`src/rtl/reg_wb_arbiter.sv`:
```
// Write-back port arbiter: two one-entry capture buffers granted oldest-first onto a registered
// register-file write port, plus a per-register pending-write scoreboard for hazard detection.
module reg_wb_arbiter #(
   parameter int unsigned WORD_WIDTH     = 32,
   parameter int unsigned REG_FILE_DEPTH = 4,
   parameter int unsigned REG_FILE_SIZE  = 16,
   parameter int unsigned CNT_WIDTH      = 2
) (
   input  logic                      clk,
   input  logic                      rst,
   input  logic                      req0_valid,
   input  logic [REG_FILE_DEPTH-1:0] req0_dest,
   input  logic [WORD_WIDTH-1:0]     req0_data,
   output logic                      req0_ready,
   input  logic                      req1_valid,
   input  logic [REG_FILE_DEPTH-1:0] req1_dest,
   input  logic [WORD_WIDTH-1:0]     req1_data,
   output logic                      req1_ready,
   input  logic                      issue_en,
   input  logic [REG_FILE_DEPTH-1:0] issue_dest,
   output logic                      issue_stall,
   input  logic [REG_FILE_DEPTH-1:0] src1,
   input  logic [REG_FILE_DEPTH-1:0] src2,
   output logic                      hazard1,
   output logic                      hazard2,
   output logic                      WB_en,
   output logic [REG_FILE_DEPTH-1:0] WB_dest,
   output logic [WORD_WIDTH-1:0]     WB_result,
   output logic                      sb_error
);

   localparam int NumRegs = int'(REG_FILE_SIZE);
   localparam logic [CNT_WIDTH-1:0] CntMax = {CNT_WIDTH{1'b1}};

   logic                      buf0_valid_q, buf1_valid_q;
   logic [REG_FILE_DEPTH-1:0] buf0_dest_q, buf1_dest_q;
   logic [WORD_WIDTH-1:0]     buf0_data_q, buf1_data_q;
   // Set when buf1 holds the older write; only meaningful while both buffers are valid.
   logic                      older1_q, older1_d;
   logic                      grant0, grant1, capture0, capture1;

   logic [CNT_WIDTH-1:0] count_q [REG_FILE_SIZE];
   logic [CNT_WIDTH-1:0] count_d [REG_FILE_SIZE];
   logic [CNT_WIDTH-1:0] issue_cnt, src1_cnt, src2_cnt;
   logic                 err_set;

   always_comb begin
      grant0 = 1'b0;
      grant1 = 1'b0;
      if (buf0_valid_q && buf1_valid_q) begin
         grant0 = !older1_q;
         grant1 = older1_q;
      end else begin
         grant0 = buf0_valid_q;
         grant1 = buf1_valid_q;
      end
   end

   assign req0_ready = !buf0_valid_q | grant0;
   assign req1_ready = !buf1_valid_q | grant1;
   assign capture0   = req0_valid & req0_ready;
   assign capture1   = req1_valid & req1_ready;

   always_comb begin
      older1_d = older1_q;
      if (capture0 && capture1) begin
         older1_d = 1'b0;
      end else if (capture0 && buf1_valid_q && !grant1) begin
         older1_d = 1'b1;
      end else if (capture1 && buf0_valid_q && !grant0) begin
         older1_d = 1'b0;
      end
   end

   always_ff @(posedge clk) begin
      if (rst) begin
         buf0_valid_q <= 1'b0;
         buf1_valid_q <= 1'b0;
         buf0_dest_q  <= '0;
         buf1_dest_q  <= '0;
         buf0_data_q  <= '0;
         buf1_data_q  <= '0;
         older1_q     <= 1'b0;
         WB_en        <= 1'b0;
         WB_dest      <= '0;
         WB_result    <= '0;
      end else begin
         buf0_valid_q <= capture0 | (buf0_valid_q & !grant0);
         buf1_valid_q <= capture1 | (buf1_valid_q & !grant1);
         if (capture0) begin
            buf0_dest_q <= req0_dest;
            buf0_data_q <= req0_data;
         end
         if (capture1) begin
            buf1_dest_q <= req1_dest;
            buf1_data_q <= req1_data;
         end
         older1_q <= older1_d;
         WB_en    <= grant0 | grant1;
         if (grant0) begin
            WB_dest   <= buf0_dest_q;
            WB_result <= buf0_data_q;
         end else if (grant1) begin
            WB_dest   <= buf1_dest_q;
            WB_result <= buf1_data_q;
         end
      end
   end

   // Out-of-range indices match no counter, so they read as zero and are never counted.
   always_comb begin
      issue_cnt = '0;
      src1_cnt  = '0;
      src2_cnt  = '0;
      for (int i = 0; i < NumRegs; i++) begin
         if (issue_dest == REG_FILE_DEPTH'(i)) issue_cnt = count_q[i];
         if (src1 == REG_FILE_DEPTH'(i))       src1_cnt  = count_q[i];
         if (src2 == REG_FILE_DEPTH'(i))       src2_cnt  = count_q[i];
      end
   end

   always_comb begin
      issue_stall = 1'b0;
      for (int i = 0; i < NumRegs; i++) begin
         if (issue_en && issue_dest == REG_FILE_DEPTH'(i) && count_q[i] == CntMax) begin
            issue_stall = 1'b1;
         end
      end
   end

   assign hazard1 = (src1_cnt != '0);
   assign hazard2 = (src2_cnt != '0);

   always_comb begin
      err_set = 1'b0;
      for (int i = 0; i < NumRegs; i++) begin
         count_d[i] = count_q[i];
         if (issue_en && !issue_stall && issue_dest == REG_FILE_DEPTH'(i)) begin
            if (!(WB_en && WB_dest == REG_FILE_DEPTH'(i))) begin
               count_d[i] = count_q[i] + CNT_WIDTH'(1);
            end
         end else if (WB_en && WB_dest == REG_FILE_DEPTH'(i)) begin
            if (count_q[i] == '0) begin
               err_set = 1'b1;
            end else begin
               count_d[i] = count_q[i] - CNT_WIDTH'(1);
            end
         end
      end
   end

   always_ff @(posedge clk) begin
      if (rst) begin
         for (int i = 0; i < NumRegs; i++) count_q[i] <= '0;
         sb_error <= 1'b0;
      end else begin
         for (int i = 0; i < NumRegs; i++) count_q[i] <= count_d[i];
         sb_error <= sb_error | err_set;
      end
   end

endmodule

```
`config.mk`:
```
export PLATFORM = sky130hd
export DESIGN_NAME = reg_wb_arbiter
export DESIGN_NICKNAME = d
export VERILOG_FILES = /design/src/rtl/reg_wb_arbiter.sv
export SDC_FILE = /design/constraint.sdc
export NUM_CORES = 1
export LEC_CHECK = 0
export CORE_AREA = 2 2 144 146
export CTS_CLUSTER_SIZE = 30
export DETAILED_ROUTE_END_ITERATION = 8
export DIE_AREA = 0 0 146 148
export PLACE_DENSITY = 0.6
export SYNTH_ARGS = -nofsm -noshare
export SYNTH_HDL_FRONTEND = slang
export SYNTH_SLANG_ARGS = --single-unit
```
`constraint.sdc`:
```
create_clock -name clk -period 4.7 [get_ports clk]
set_input_delay 0.705 -clock clk [delete_from_list [all_inputs] [get_ports clk]]
set_output_delay 0.705 -clock clk [all_outputs]
set_load 0.1 [all_outputs]
```
==> results by group, run 1 <==
Status
  – Status: finished, final reports clean

Die
  – Chip width: 146 um
  – Num rows: 52
  – Initial core utilization: 0.347
  – # IOs: 132
  – Die Ht: 148 um
  – Core area: 20000 um2
  – Die Area: 21600 um2

Worst setup path
  – CP max stage delay: 0.75 ns
  – Critical path data arrival time: 2.93 ns
  – Worst path buffer plus inverter count: 2
  – Critical Path Fanout Max: 22
  – FF-to-FF setup slack: 2.70 ns
  – Slowest CP cell: clkdlybuf4s50_1
  – Worst setup SP type: input pin
  – Crit path kind: in2out
  – Required @ worst endpoint: 3.99 ns
  – Critical path's top delay family: buffers and inverters
  – Cells along the critical path: clkdlybuf4s50_1 -> and3_1 -> o211ai_2 -> o211ai_1 -> o41a_2 -> buf_4
  – CP Capture Type: output port

Logic synthesis
  – Proportion of synthesized area in mux cells: 0.0342
  – Flops & latches, synth: 145
  – Syn_nets: 1000
  – Compound-Gate Fraction of Synth Area: 0.186
  – Post-Syn Area: 6960 um2
  – Synth Instances: 911
  – Largest family of logic cells by synthesized area: simple AND/OR/NAND/NOR gates
  – Post-synthesis sequential area ratio: 0.417
  – Simple-gate share of the synthesized area: 0.309
  – XOR/XNOR Fraction of Synth Area: 0.00756
  – Mean post-synth cell area: 7.63 um2
  – Main flop type after synthesis: dfxtp_1
  – Synth Area in Adders: 0
  – Post-synth EDFFs: 0
  – Netlist cell types: 70
  – Synth warn: 0
  – Fraction of registers with async set/reset: 0

Final layout
  – Most common cell after layout, fill and taps aside: nand2_1
  – Commonest cells after routing, fill and taps aside: 185 x nand2_1, 149 x nor2_1, 145 x dfxtp_1
  – Area delta synth->final: 28.4%
  – Share of cells above drive strength 1: 0.0782
  – Final instance area: 8930 um2
  – Fin nets: 1099

Timing
  – Slew @ Worst Pin: 1.11 ns
  – Slew margin rel.: 0.258
  – F_max: 275 MHz
  – Final setup vio count: 0
  – WHS: 0.453 ns
  – Fin Clk Skew: 0.00978 ns
  – Fin crit share: 0.773
  – Setup TNS: 0 ns
  – Fin. Hold Viols: 0
  – Final slew viol count: 0
  – Fin crit period: 3.63 ns
  – RSZ-0062 raised after global routing: false

Clock tree
  – CTS sink cnt: 145
  – CTS H-tree lvls: 4
  – Clk_lat worst skew: 0.42 ns
  – PostCTS Resize Cnt: 0
  – TritonCTS buffer count: 17
  – CTS tree: built
  – CTS Root Cell: clkbuf_16
  – Clock Pin Slew Worst Setup and Hold Paths: 0.06 ns
  – Number of buffers added for setup after CTS: 0
  – Hold buffers post-CTS: 0
  – CTS max path bufs: 2

Global route
  – Overall Global Routing Usage: 0.191
  – Vias in the first global route: 6377
  – Grt ovf: 0
  – Largest net degree at the start of global routing: 107
  – Initial antenna violation count: 2
  – First-pass GRT wire length: 33.2 mm

Hold path
  – Hold Path Class: reg2reg

Drt
  – Wire length per cell: 16.0 um
  – DRC violations left: 0
  – DR iter-0 viols: 468
  – Vias: 6706
  – DRT Pass-1 Iters: 6
  – Post-Route WL: 20.7 mm
  – Antenna viol nets, final: 0
  – Via/cell ratio: 5.18

Placed design
  – Dpl cell area: 8380 um2
  – Hpwl dp: 14.2 mm
  – GPL Wtd Cong: 0.919
  – Buffers on Ports: 131

Power
  – P_leak: 0.00341 uW
  – VDD IR max: 0.000262 V
  – PD cells: 362 nW/um2
  – Total power: 3230 uW

Flow run
  – Max-cap violations: 0
## worst paths after layout
check	end	startpoint	depth (start not counted)
worst max-delay path	issue_stall	issue_dest[2]	6
worst min-delay path	buf0_data_q[25]	buf0_data_q[25]	2
worst max register to register	sb_error	WB_dest[0]	5
worst min register to register	buf0_data_q[25]	buf0_data_q[25]	2
## layout make-up
cell class	count	area, um2
Timing Repair Buffer	138	1350
Sequential cell	145	2900
Tap cell	270	338
Clock buffer	17	425
Inverter	12	45.0
Fill cell	2108	11100
Clock inverter	15	126
Antenna cell	1	2.50
Multi-Input combinational cell	696	3740
## routing by layer
| metal | GRT usage | routed length, um | share of wire |
|---|---|---|---|
| met5 | 0 | 13 | 0.00063 |
| met4 | 0.0461 | 193 | 0.0093 |
| met3 | 0.0596 | 1550 | 0.075 |
| met2 | 0.318 | 9640 | 0.47 |
| met1 | 0.243 | 9280 | 0.45 |
## worst register-to-register path, delay by kind of cell (launching register included)
| family | cells | cell delay [ns] |
|---|---|---|
| DFF | 1 | 0.64 |
| AOI/OAI and AO/OA | 3 | 0.92 |
| and+or+nand+nor | 2 | 0.38 |
## cells in the mapped netlist (3+ instances only)
cell	instances	area [um2]
and2_1	7	43.8
o211ai_1	6	45.0
mux2i_1	8	80.1
a31oi_1	5	31.3
buf_6	4	45.0
mux4_2	6	135
nor2_1	149	559
nor2b_1	8	50.1
and3b_1	3	26.3
and3_1	5	31.3
nand2b_1	9	56.3
a211oi_1	16	120
nand3b_1	5	37.5
inv_1	12	45.0
nor4_1	39	244
nor3_1	17	85.1
nand2_1	186	698
a21oi_1	106	531
dfxtp_1	145	2900
buf_2	15	75.1
nand3_1	16	80.1
or2_2	7	43.8
clkbuf_1	35	131
o2111ai_1	4	35.0
a211o_1	3	26.3
a221oi_1	5	43.8
o21a_1	3	22.5
xor2_1	6	52.6
o21ai_0	24	120
## kinds of logic (layout without fill, tap and decap cells)
kind of cell / after synthesis / in the layout
xor gates and xnor gates: 6 / 6
and+or+nand+nor: 472 / 472
AOI/OAI and AO/OA: 202 / 202
muxes: 16 / 16
other: 0 / 1
DFF: 145 / 145
buffers and inverters: 70 / 182
## per-stage QoR
| step | worst slack [ns] | cells | utilization |
|---|---|---|---|
| finish | 1.07 | 1294 | 0.446 |
| global placement | 1.17 | 1261 | 0.418 |
| detailed placement | 1.14 | 1261 | 0.418 |
| global route | 1.00 | 1293 | 0.446 |
| CTS | 1.12 | 1293 | 0.446 |
| floorplan | 0.850 | 911 | - |
## flip-flops by register name (all words and copies together), names as in the netlist
register      count
WB_dest           4
WB_en             1
WB_result        32
buf0_data_q      32
buf0_dest_q       4
buf0_valid_q      1
buf1_data_q      32
buf1_dest_q       4
buf1_valid_q      1
count_q          32
older1_q          1
sb_error          1
## power breakdown
part	leakage [uW]	switching [uW]	internal, uW
clock network	0.000269	575	691
registers	0.00119	50.8	1300
logic	0.00195	418	198
Note: power is estimated with default switching activity, not from simulation.
==> run 2: changes to the inputs <==
- PLACE_DENSITY: 0.6 -> 0.62
- clock period: 4.7 -> 3.2 ns (I/O delays scaled with it)
==> run 2 against run 1 <==
- combinational power increased by 50%
- routed wire length about the same
- via count increased by 1.4%
- critical endpoint is now hazard1
- largest power group is now the clock network
- highest routed layer is now met4
==> results by group, run 2 (same netlist as run 1, synthesis figures left out) <==
Status
  – Status: finished, final reports clean

Clock tree
  – CTS Root Cell: clkbuf_16
  – Clock Pin Slew Worst Setup and Hold Paths: 0.06 ns (about the same)
  – Hold buffers post-CTS: 0 (unchanged)
  – CTS H-tree lvls: 4 (unchanged)
  – PostCTS Resize Cnt: 0 (unchanged)
  – CTS tree: built
  – CTS sink cnt: 145 (unchanged)
  – TritonCTS buffer count: 17 (unchanged)
  – Clk_lat worst skew: 0.42 ns (about the same)
  – Number of buffers added for setup after CTS: 0 (unchanged)
  – CTS max path bufs: 2 (unchanged)

Final layout
  – Area delta synth->final: 30.9%
  – Share of cells above drive strength 1: 0.109 (+0.0310)
  – Ant diodes: 0 (-1)
  – Fin nets: 1111 (+1.1%)
  – Most common cell after layout, fill and taps aside: nand2_1
  – Commonest cells after routing, fill and taps aside: 186 x nand2_1, 149 x nor2_1, 145 x dfxtp_1

Timing
  – Setup TNS: 0 ns (unchanged)
  – Fin Clk Skew: 0.0111 ns (+0.00135 ns)
  – RSZ-0062 raised after global routing: false
  – Final setup vio count: 0 (unchanged)
  – WHS: 0.455 ns (+0.00136 ns)
  – Final slew viol count: 0 (unchanged)
  – Fin crit period: 3.00 ns
  – F_max: 334 MHz
  – Fin. Hold Viols: 0 (unchanged)
  – Slew margin rel.: 0.339 (+0.0815)
  – Fin crit share: 0.936
  – Slew @ Worst Pin: 0.988 ns (-0.125 ns)

Drt
  – Vias: 6799 (+1.4%)
  – DRC violations left: 0 (unchanged)
  – Via/cell ratio: 5.21 (+0.53%)
  – Antenna viol nets, final: 0 (unchanged)
  – Post-Route WL: 20.7 mm (about the same)
  – DRT Pass-1 Iters: 5 (-1)
  – Wire length per cell: 15.8 um (-0.91%)
  – DR iter-0 viols: 297 (-37%)

Global route
  – Vias in the first global route: 6491 (+1.8%)
  – Grt ovf: 0 (unchanged)
  – Initial antenna violation count: 0 (-2)
  – Largest net degree at the start of global routing: 66 (-38%)
  – First-pass GRT wire length: 33.5 mm (+0.98%)
  – Overall Global Routing Usage: 0.192 (+0.00125)

Die
  – Chip width: 146 um (unchanged)
  – Core area: 20000 um2 (unchanged)
  – # IOs: 132 (unchanged)
  – Num rows: 52 (unchanged)
  – Initial core utilization: 0.347 (unchanged)
  – Die Ht: 148 um (unchanged)
  – Die Area: 21600 um2 (unchanged)

Worst setup path
  – Worst setup SP type: input pin
  – Critical Path Fanout Max: 9 (-59%)
  – Worst r2r path cells: 5 (unchanged)
  – CP Capture Type: output port
  – Critical path data arrival time: 2.52 ns (-0.41 ns)
  – FF-to-FF setup slack: 1.14 ns (-1.56 ns)
  – Required @ worst endpoint: 2.72 ns (-1.27 ns)
  – Worst R2R End: sb_error
  – FF-to-FF Start: WB_dest[0]
  – Crit path kind: in2out

Power
  – P_leak: 0.00355 uW (+4.3%)
  – Total power: 4980 uW (+54%)
  – VDD IR max: 0.000316 V (+21%)
  – PD cells: 547 nW/um2 (+51%)

Hold path
  – Hold Path Class: reg2reg
  – Worst Hold Endpoint: buf0_data_q[28]
  – Hold Path Stages: 2 (unchanged)
  – Critical hold path startpoint: buf0_data_q[28]

Placed design
  – Hpwl dp: 14.3 mm (+0.75%)
  – GPL Wtd Cong: 0.887 (-3.5%)
  – Buffers on Ports: 131 (unchanged)

Flow run
  – Max-cap violations: 0 (unchanged)
-- run 2: cell types whose count changed in the layout (fill, tap and decap cells not counted), sizes merged --
cell,previous run,this run
clkdlybuf4s50,127,106
buf,11,44
clkinv,6,4
diode,1,0
clkinvlp,2,0
bufinv,0,2
clkbuf,17,18
inv,19,20
-- run 2: area by class of cell --
type                            count  area [um2]
Clock inverter                     14         185
Sequential cell                   145        2900
Clock buffer                       18         439
Inverter                           12        45.0
Fill cell                        2089       10900
Timing Repair Buffer              150        1450
Tap cell                          270         338
Multi-Input combinational cell    696        3740
-- run 2: per-layer routing --
metal	vias to the layer above	GRT usage	share of wire
li1	3414	-	-
met1	3149	0.247	0.45
met2	208	0.330	0.48
met3	28	0.0355	0.052
met4	0	0.0602	0.018
met5	-	0	0
-- run 2: worst max-delay path, cell delays in order --
cell and delay, ns:
clkdlybuf4s50_1 0.64, nor4bb_1 0.33, a31oi_1 0.07, o221a_2 0.26
a2111oi_0 0.46, a21oi_2 0.09, buf_12 0.19
-- run 2: stage by stage --
stage	utilization	area (um2)	setup slack, ns	cells
final	0.454	9100	0.204	1305
after global routing	0.454	9100	0.0546	1305
after CTS	0.454	9100	0.197	1305
after detailed placement	0.423	8480	0.201	1273
after global placement	0.423	8480	0.229	1273
after floorplan	-	6960	0.411	911
-- run 2: worst max-delay path by stage --
stage | from | endpoint | slack [ns] | depth (start not counted)
2_1_floorplan | src1[1] | hazard1 | 0.41 | 7
3_3_place_gp | src1[2] | hazard1 | 0.23 | 7
3_5_place_dp | src1[0] | hazard1 | 0.20 | 5
4_1_cts | src1[0] | hazard1 | 0.20 | 5
5_1_grt | src1[2] | hazard1 | 0.05 | 7
6_report | src1[2] | hazard1 | 0.20 | 7
-- run 2: power by group --
group          switching, uW  total (uW)  internal [uW]
combinational            620         921            301
clock                    866        2080           1210
sequential              75.4        1980           1910
total                   1560        4980           3420
==> run 3: changes to the inputs <==
- PLACE_DENSITY: 0.62 -> 0.6
- clock period: 3.2 -> 3.4 ns (I/O delays scaled with it)
==> run 3 against run 2 <==
- critical path depth decreased by 1
- highest routed layer unchanged
- critical endpoint is now issue_stall
- clock skew decreased by 0.0025 ns
- non-clock buffer count decreased by 6
==> results by group, run 3 (same netlist as run 1, synthesis figures left out) <==
Die
  – Core area: 20000 um2 (unchanged)
  – Num rows: 52 (unchanged)
  – # IOs: 132 (unchanged)
  – Die Ht: 148 um (unchanged)
  – Chip width: 146 um (unchanged)
  – Die Area: 21600 um2 (unchanged)
  – Initial core utilization: 0.347 (unchanged)

Timing
  – Final setup vio count: 0 (unchanged)
  – Slew @ Worst Pin: 1.03 ns (+0.0425 ns)
  – Fin. Hold Viols: 0 (unchanged)
  – Setup ws final: 0.198 ns (-0.00621 ns)
  – RSZ-0062 raised after global routing: false
  – Slew margin rel.: 0.311 (-0.0284)
  – F_max: 312 MHz
  – Fin crit period: 3.20 ns
  – Fin crit share: 0.942
  – Final slew viol count: 0 (unchanged)
  – Fin Clk Skew: 0.00861 ns (-0.00252 ns)
  – Setup TNS: 0 ns (unchanged)

Final layout
  – Most common cell after layout, fill and taps aside: nand2_1
  – Fin nets: 1105 (-0.54%)
  – Commonest cells after routing, fill and taps aside: 185 x nand2_1, 149 x nor2_1, 145 x dfxtp_1
  – Final instance area: 9040 um2 (-0.66%)
  – Share of cells above drive strength 1: 0.0904 (-0.0188)
  – Area delta synth->final: 30.0%
  – Fillers: 2121 (+1.5%)

Worst setup path
  – Worst setup SP type: input pin
  – FF-to-FF setup slack: 1.31 ns (+0.17 ns)
  – CP Capture Type: output port
  – Critical Path Fanout Max: 22 (+13)
  – Required @ worst endpoint: 2.89 ns (+0.17 ns)
  – Crit path kind: in2out
  – Critical path data arrival time: 2.69 ns (+0.17 ns)

Global route
  – GR Util met1: 0.238 (-0.00886)
  – Overall Global Routing Usage: 0.192 (-0.000898)
  – Grt ovf: 0 (unchanged)
  – Routing usage on met3: 0.0596 (+0.0241)
  – Routing usage on met2: 0.314 (-0.0160)
  – Largest net degree at the start of global routing: 68 (+3.0%)
  – Vias in the first global route: 6493 (+0.031%)
  – Initial antenna violation count: 1 (+1)
  – Most Crowded Layer GR: met2
  – First-pass GRT wire length: 33.4 mm (-0.29%)

Placed design
  – GPL Wtd Cong: 0.926 (+4.4%)
  – Dpl cell area: 8470 um2 (about the same)
  – Dpl ws: 0.248 ns (+0.0469 ns)
  – Hpwl dp: 14.1 mm (-1.8%)
  – Buffers on Ports: 131 (unchanged)

Drt
  – Antenna viol nets, final: 0 (unchanged)
  – Via/cell ratio: 5.23 (+0.37%)
  – DR iter-0 viols: 550 (+85%)
  – Vias: 6798 (-0.015%)
  – DRC violations left: 0 (unchanged)
  – DRT Pass-1 Iters: 5 (unchanged)
  – Wire length per cell: 15.8 um (-0.30%)
  – Post-Route WL: 20.5 mm (-0.68%)

Clock tree
  – CTS sink cnt: 145 (unchanged)
  – CTS H-tree lvls: 4 (unchanged)
  – TritonCTS buffer count: 17 (unchanged)
  – CTS max path bufs: 2 (unchanged)
  – PostCTS Resize Cnt: 0 (unchanged)
  – Number of buffers added for setup after CTS: 0 (unchanged)
  – Clock Pin Slew Worst Setup and Hold Paths: 0.06 ns (about the same)
  – Hold buffers post-CTS: 0 (unchanged)
  – CTS Root Cell: clkbuf_16
  – CTS tree: built
  – Clk_lat worst skew: 0.43 ns (about the same)

Power
  – PD cells: 500 nW/um2 (-8.5%)
  – VDD IR max: 0.000358 V (+13%)
  – Psw: 1480 uW (-5.4%)
  – Net Sw Frac: 0.327 (+0.0129)
  – Combinational power share: 0.192 (+0.007)
  – Seq pwr share: 0.412 (+0.014)
  – P_leak: 0.00346 uW (-2.6%)
  – Clock power frac: 0.396 (-0.021)
  – Int Power: 3050 uW (-11%)

Hold path
  – Hold Path Class: reg2reg

Flow run
  – Max-cap violations: 0 (unchanged)

Status
  – Status: finished, final reports clean
-- run 3: cell count changes in the layout (fill, tap and decap cells not counted), sizes merged --
cell / before / now
clkinvlp: 0 / 4
clkinv: 4 / 2
bufinv: 2 / 0
inv: 20 / 21
buf: 44 / 23
diode: 0 / 1
clkbuf: 18 / 17
clkdlybuf4s50: 106 / 121
-- run 3: final cells by class --
cell class / instances / area [um2] / share of cell area
clock inverters: 15 / 141 / 0.0156
multi-input cells: 696 / 3740 / 0.414
repair buffers: 144 / 1450 / 0.160
well taps: 270 / 338 / 0.0374
clock buffers: 17 / 425 / 0.0470
flip-flops and latches: 145 / 2900 / 0.321
diodes: 1 / 2.50 / 0.000277
inverters: 12 / 45.0 / 0.00498
-- run 3: power groups by stage --
| stage | Clock [uW] | Sequential [uW] | Combinational [uW] |
|---|---|---|---|
| final | 1790 | 1860 | 867 |
| after CTS | 1830 | 1860 | 872 |
| after floorplan | 0 | 2160 | 317 |
| after global routing | 1910 | 1880 | 926 |
| after global placement | 0 | 1900 | 866 |
| after detailed placement | 0 | 1900 | 869 |
-- run 3: worst paths after layout --
kind / cells after the start / from / to
min reg2reg: 2 / buf0_data_q[17] / buf0_data_q[17]
max: 6 / issue_dest[2] / issue_stall
min: 2 / buf0_data_q[17] / buf0_data_q[17]
max reg2reg: 5 / WB_dest[3] / sb_error
-- run 3: through the flow --
step / instances / utilization / power (uW) / hold slack (ns)
floorplan: 911 / - / 2480 / 0.437
global placement: 1267 / 0.423 / 2770 / 0.443
detailed placement: 1267 / 0.423 / 2770 / 0.447
CTS: 1299 / 0.451 / 4560 / 0.456
global route: 1299 / 0.451 / 4710 / 0.473
finish: 1300 / 0.451 / 4520 / 0.454
-- run 3: layer usage --
| metal | up-vias | routed length, um |
|---|---|---|
| li1 | 3382 | - |
| met1 | 3158 | 9060 |
| met2 | 215 | 9410 |
| met3 | 43 | 1590 |
| met4 | 0 | 457 |
| met5 | - | 0 |
-- run 3: worst max-delay path, cell delays in order --
cell,delay (ns)
clkdlybuf4s50_1,0.74
and3_1,0.37
o211ai_2,0.29
o211ai_1,0.16
o41a_2,0.44
buf_12,0.18
